==> config.mk <==
export PLATFORM = sky130hd
export DESIGN_NAME = ia_issue_ctrl
export DESIGN_NICKNAME = d
export VERILOG_FILES = /design/src/rtl/ia_issue_ctrl.sv
export SDC_FILE = /design/constraint.sdc
export NUM_CORES = 1
export LEC_CHECK = 0
export BUFFER_PORTS_ARGS = -buffer_cell sky130_fd_sc_hd__buf_2
export CORE_UTILIZATION = 59
export DETAILED_ROUTE_END_ITERATION = 10
export PLACE_DENSITY = 0.84
export SETUP_SLACK_MARGIN = 0.3
export SYNTH_ARGS = -nofsm -noshare
export SYNTH_HDL_FRONTEND = slang
export SYNTH_SLANG_ARGS = --single-unit
==> constraint.sdc <==
create_clock -name clk -period 4 [get_ports clk]
set_input_delay 0.2 -clock clk [delete_from_list [all_inputs] [get_ports clk]]
set_output_delay 0.2 -clock clk [all_outputs]
set_load 0.1 [all_outputs]
==> src/rtl/ia_issue_ctrl.sv <==
// Control side of the ia_loader handshake: credit-limited access grants, send triggers,
// and tile completion tracking. Optional send watchdog is enabled with IA_ISSUE_WDOG_EN.
module ia_issue_ctrl #(
  parameter int unsigned REG_WIDTH   = 32,
  parameter int unsigned MAX_OUTST   = 2,
  parameter int unsigned WDOG_CYCLES = 1024
) (
  input  logic                 clk,
  input  logic                 rst,
  input  logic                 start,
  input  logic [REG_WIDTH-1:0] num_tiles,
  input  logic                 array_ready,
  input  logic                 load_ia_req,
  output logic                 load_ia_granted,
  input  logic                 ia_data_valid,
  output logic                 send_ia_trigger,
  input  logic                 ia_sending_done,
  input  logic                 ia_calc_done,
  output logic                 busy,
  output logic                 done,
  output logic [REG_WIDTH-1:0] tiles_sent,
  output logic                 err
);

  localparam int unsigned OW = $clog2(MAX_OUTST + 1);
  localparam logic [OW-1:0] MAX_O = OW'(MAX_OUTST);

  if (MAX_OUTST < 1 || WDOG_CYCLES < 1) begin : g_param_check
    $error("ia_issue_ctrl: MAX_OUTST and WDOG_CYCLES must be >= 1");
  end

  typedef enum logic [1:0] {
    IDLE,
    RUN,
    SEND,
    FIN
  } state_t;

  state_t               state;
  logic [REG_WIDTH-1:0] num_lat;
  logic [REG_WIDTH-1:0] grants;
  logic [REG_WIDTH-1:0] tiles_inc;
  logic [OW-1:0]        outst;
  logic                 grant_cond;
  logic                 trig_cond;
  logic                 done_evt;

`ifdef IA_ISSUE_WDOG_EN
  localparam int unsigned WW = $clog2(WDOG_CYCLES + 1);
  localparam logic [WW-1:0] WDOG_LAST = WW'(WDOG_CYCLES - 1);
  logic [WW-1:0] wdog_cnt;
`endif

  always_comb begin
    grant_cond = 1'b0;
    trig_cond  = 1'b0;
    done_evt   = 1'b0;
    tiles_inc  = tiles_sent + REG_WIDTH'(1);
    // The !load_ia_granted term keeps grants at least one idle cycle apart.
    if ((state == RUN || state == SEND) && load_ia_req && (outst < MAX_O) &&
        (grants < num_lat) && !load_ia_granted)
      grant_cond = 1'b1;
    if (state == RUN && ia_data_valid && array_ready && (outst != '0))
      trig_cond = 1'b1;
    if (state == SEND && ia_sending_done)
      done_evt = 1'b1;
  end

  always_ff @(posedge clk) begin
    if (rst) begin
      state           <= IDLE;
      num_lat         <= '0;
      grants          <= '0;
      outst           <= '0;
      tiles_sent      <= '0;
      err             <= 1'b0;
      busy            <= 1'b0;
      done            <= 1'b0;
      load_ia_granted <= 1'b0;
      send_ia_trigger <= 1'b0;
`ifdef IA_ISSUE_WDOG_EN
      wdog_cnt        <= '0;
`endif
    end else begin
      load_ia_granted <= grant_cond;
      send_ia_trigger <= 1'b0;
      done            <= 1'b0;

      if (grant_cond)
        grants <= grants + REG_WIDTH'(1);

      // A grant and a completion in the same cycle cancel out.
      if (grant_cond && !done_evt)
        outst <= outst + OW'(1);
      else if (!grant_cond && done_evt)
        outst <= outst - OW'(1);

      if (ia_sending_done && state != SEND)
        err <= 1'b1;

      case (state)
        IDLE: begin
          if (start) begin
            num_lat    <= num_tiles;
            tiles_sent <= '0;
            err        <= 1'b0;
            grants     <= '0;
            outst      <= '0;
            busy       <= 1'b1;
            state      <= (num_tiles == '0) ? FIN : RUN;
          end
        end

        RUN: begin
          if (trig_cond) begin
            send_ia_trigger <= 1'b1;
            state           <= SEND;
`ifdef IA_ISSUE_WDOG_EN
            wdog_cnt        <= '0;
`endif
          end
        end

        SEND: begin
          if (ia_sending_done) begin
            tiles_sent <= tiles_inc;
            if (tiles_inc == num_lat) begin
              if (!ia_calc_done)
                err <= 1'b1;
              state <= FIN;
            end else begin
              if (ia_calc_done)
                err <= 1'b1;
              state <= RUN;
            end
          end
`ifdef IA_ISSUE_WDOG_EN
          else if (wdog_cnt == WDOG_LAST) begin
            err   <= 1'b1;
            done  <= 1'b1;
            busy  <= 1'b0;
            state <= IDLE;
          end else begin
            wdog_cnt <= wdog_cnt + WW'(1);
          end
`endif
        end

        FIN: begin
          done  <= 1'b1;
          busy  <= 1'b0;
          state <= IDLE;
        end

        default: state <= IDLE;
      endcase
    end
  end

endmodule

# Word level (Yosys, flattened, before mapping)
# Cells that the tools add are included.
# totals
word_cells	80
reg_bits	105
in_bits	40
# classes
n_reduce_logical	25
eq_ne	8
addsub	4
n_bitwise	1
n_mux	30
order_cmp	2
# ops
op	n
32-bit 2-to-1 mux	5
32-bit by 1-bit adder with 32-bit output (second input constant)	2
32-bit case mux with 2 select lines	1
32-bit == test	1
32-bit logical NOT	1
32-bit < comparator	1
2-bit 2-to-1 mux	9
1-bit 2-to-1 mux	12
1-bit logical AND	11
2-bit != test (second input constant)	4
2-bit case mux with 4 select lines	1
3-bit AND reduction	2
2-bit nonzero test	3
2-bit == test (second input constant)	2
1-bit case mux with 2 select lines	2
2-bit AND reduction	2
1-bit logical NOT	3
2-bit by 1-bit adder with 2-bit output (second input constant)	1
2-bit by 1-bit == test with 1-bit output (second input constant)	1
2-bit logical NOT	1
2-bit < comparator (second input constant)	1
2-bit OR reduction	1
2-bit by 1-bit subtractor with 2-bit output (second input constant)	1
1-bit logical OR	1
1-bit inverter	1

# Logic depth before layout (Yosys ltp)
# logic_depth
depth_word	13
mapped_depth	12

# Least setup slack after synthesis
# No wires, ideal clock.
# synth_timing
path_kind	register to register
startpoint	register tiles_sent[0]
endpoint	register state[1]
stages_incl_launch_ff	10
setup_slack_ns	0.285
setup_ns	0.103
n_path_buf	0
t_arrival_ns	3.611
cell_sequence	dfxtp_1 -> ha_1 -> and3_1 -> and3_2 -> xnor2_1 -> or4_1 -> or4_1 -> nor4_2 -> a21oi_1 -> a2111oi_2
# synth_between
elab_chain_cells	5
# synth_rtl
element	line_no	text
start, declared	21	output logic [REG_WIDTH-1:0] tiles_sent,
start signal, assigned	126	tiles_sent <= tiles_inc;
32-bit by 1-bit adder with 32-bit output	58	tiles_inc = tiles_sent + REG_WIDTH'(1);
32-bit == test	127	if (tiles_inc == num_lat) begin
2-bit 2-to-1 mux	127	
2-bit 2-to-1 mux	125	if (ia_sending_done) begin
2-bit case mux with 4 select lines	101	case (state)
end signal, assigned	110	state <= (num_tiles == '0) ? FIN : RUN;
end, declared	39	state_t state;
# No other way between the ends. The select of a mux whose other input is x is not followed.
# A chain may end at the register's enable or synchronous reset.

# Worst setup path after layout
# Ends and elaborated chain as after synthesis.

==> key figures <==
Critical path
  – Critical path type: flop to flop
  – Critical path's slowest cell: or4_1
  – Worst-path fanout max: 7
  – Critical Path Most Common Cell: or4_1
  – CP Data Required Time: 4300 ps
  – Crit-path cells: ha_1 -> and3_1 -> and3_2 -> xnor2_1 -> or4_1 -> or4_1 -> nor4_2 -> a21oi_1 -> a2111oi_2
  – CP Launch Type: flop
  – CP max stage delay: 540 ps
  – Worst endpoint data arrival time: 3590 ps
  – Crit end category: flop
  – Worst Reg-to-Reg Cells: 9

Detailed routing
  – Wire length on met1: 7.61 mm
  – DRT antenna net count: 0
  – DR WL/cell: 16.7 um
  – DR WL met2: 7.93 mm
  – Vias: 6,618
  – First-pass DRT Iterations: 5
  – Final WL: 17.7 mm
  – DRC viols: 0
  – DRT iter0 DRCs: 554
  – Vias/cell: 6.24
  – Top sig layer: met4
  – Met3 routed WL: 1.39 mm

Synth
  – EDFF count, synth: 0
  – Ys flop type: dfxtp_1
  – Area contributors post-synth: dfxtp_1, a21oi_1, ha_1
  – Cells after Synth: 878
  – Mapped Avg Cell Area: 7.52 sq um
  – Synth area leader: dfxtp_1
  – Sequential element share of the synthesized area: 31.8%
  – Post-synth ARST share: 0%
  – Yosys top cell area share: 31.8%
  – Synth Cell Area: 0.00661 sq mm
  – Netlist cell types: 60
  – #FFs+latches synth: 105
  – Synth warn: 0
  – Post-Syn Nets: 956

Power and ir drop
  – Clock power share: 25.0%
  – P_sw: 1.22 mW
  – Leakage: 2.76 nW
  – Net Sw Frac: 39.6%
  – Pwr/cell area: 425 mW/mm^2
  – P_int: 1.85 mW
  – Flop pwr share: 40.1%
  – Logic pwr share: 34.9%
  – Worst IR Drop VDD: 0.405 mV

Placed design
  – IO Port Bufs: 76
  – Global placement routability congestion: 0.982
  – HPWL Detailed: 13.0 mm
  – Placed Cells: 1,044

Finish
  – Proportion of layout cells with a drive suffix above 1: 12.5%
  – Final cell count without fillers: 1,060
  – Commonest non-fill, non-tap cell in the layout: nand2_1
  – Area Growth Syn to Fin: 9.21%
  – Most frequent cells in the layout: nand2_1, dfxtp_1, a21oi_1
  – # nets final: 993
  – Number of diodes: 0

CTS
  – Clock sink total: 105
  – Clock-pin transition on the worst setup and hold timing paths: 110 ps
  – CTS tree: yes
  – Post_cts resized: 0
  – Worst-Skew Late Latency: 400 ps
  – CTS Hold Bufs: 0
  – Post-CTS Setup Inserts: 0
  – CTS Buf Count: 9
  – CTS Root Cell: clkbuf_8
  – Htree depth: 3
  – Maximum root-to-sink buffer count: 2

Die
  – Rows: 38
  – Initial core utilization: 60.7%
  – Height of the chip: 108 um
  – Die width: 108 um
  – Placeable Area: 0.0109 sq mm
  – Ports: 77
  – Die area: 0.0116 sq mm

STA
  – Fin. Hold Viols: 0
  – Fmax: 0.304 GHz
  – Hold Slack: 43.7 ps
  – Post-route minimum period: 3290 ps
  – Clock skew: 5.88 ps
  – Tcrit/Tclk final: 82.3%
  – Final Setup Violations: 0
  – Max-slew violation count: 0
  – RSZ-0062 raised after global routing: no
  – Worst-margin pin slew: 1110 ps
  – Slew Limit Headroom: 26.1%
  – Setup TNS: 0 ps

Min path
  – Hold path depth: 3
  – Type of the most critical hold path: input port to flop

Global routing
  – Vias in the first global route: 5,704
  – Total track usage: 30.9%
  – Initial antenna violation count: 0
  – Pin count of the biggest net entering global routing: 72
  – Total grt overflow: 0
  – First-pass GRT wire length: 28.0 mm

Outcome
  – Status: finished, final reports clean

Flow run
  – Max cap viols: 0
[power by group through the flow]
stage / sequential (mW) / clock (mW) / combinational, mW
floorplan: 1.28 / 0 / 0.726
finish: 1.23 / 0.767 / 1.07
global route: 1.24 / 0.805 / 1.17
global placement: 1.25 / 0 / 1.04
detailed placement: 1.25 / 0 / 1.05
CTS: 1.23 / 0.769 / 1.05
[registers in the layout, indices dropped and copies added, names as in the netlist]
| register | cells |
|---|---|
| outst | 2 |
| grants | 32 |
| state | 2 |
| done | 1 |
| send_ia_trigger | 1 |
| load_ia_granted | 1 |
| err | 1 |
| busy | 1 |
| num_lat | 32 |
| tiles_sent | 32 |
[cells by family (layout without fill, tap and decap cells)]
family | after synthesis | in the layout | synth area share, %
buf+inv | 106 | 148 | 6.33
xor+xnor | 41 | 41 | 5.44
mux | 5 | 5 | 0.777
compound gates | 228 | 228 | 20.5
flops | 105 | 105 | 31.8
fa+ha+maj | 38 | 38 | 7.20
simple gates | 355 | 355 | 28.0
[critical path, delay by kind of cell, from the launching register on]
family | cells | cell delay (ps)
adder cells (fa/ha/maj) | 1 | 290
flip-flops | 1 | 370
AO/OA/AOI/OAI | 2 | 470
XOR/XNOR | 1 | 120
AND/OR/NAND/NOR | 5 | 1950
[stage by stage]
stage	cell area (sq um)	total power [mW]	utilization, %	setup slack, ps
final	7210	3.07	66.2	707
after global routing	7210	3.21	66.2	324
after CTS	7210	3.05	66.2	707
after detailed placement	6990	2.30	64.2	738
after global placement	6990	2.29	64.2	785
after floorplan	6610	2.01	-	325
[final timing paths]
check | startpoint | end | slack (ps)
max | tiles_sent[0]$_SDFFE_PP0P_ | state[1]$_SDFFE_PP0P_ | 710
min | num_tiles[26] | num_lat[26]$_SDFFE_PP0P_ | 40
max reg2reg | tiles_sent[0]$_SDFFE_PP0P_ | state[1]$_SDFFE_PP0P_ | 710
min reg2reg | outst[1]$_SDFF_PP0_ | outst[1]$_SDFF_PP0_ | 470
[final cells by class]
type                       count  area, sq um
timing repair buffer          83          433
fill                         929         3670
inverter                      49          184
sequential                   105         2100
multi-input combinational    667         4090
tap                          140          175
clock inverter                 7          100
clock buffer                   9          124
[synthesized netlist by cell type (14+ instances only)]
cell / count
nand4_1: 27
nor4_1: 15
a21o_1: 17
a21oi_1: 102
nand2_1: 113
o21ai_0: 55
nor2_1: 52
or3_1: 29
dfxtp_1: 105
nor3_1: 24
inv_1: 49
nand3_1: 29
clkbuf_1: 45
xor2_1: 18
or4_1: 14
xnor2_1: 23
ha_1: 38
[per-layer routing]
| metal | up-vias | global-route usage [%] |
|---|---|---|
| li1 | 3241 | - |
| met1 | 3051 | 40.2 |
| met2 | 273 | 49.3 |
| met3 | 53 | 4.36 |
| met4 | 0 | 16.4 |
| met5 | - | 0 |
No activity file was read; power rests on OpenSTA's default activity.
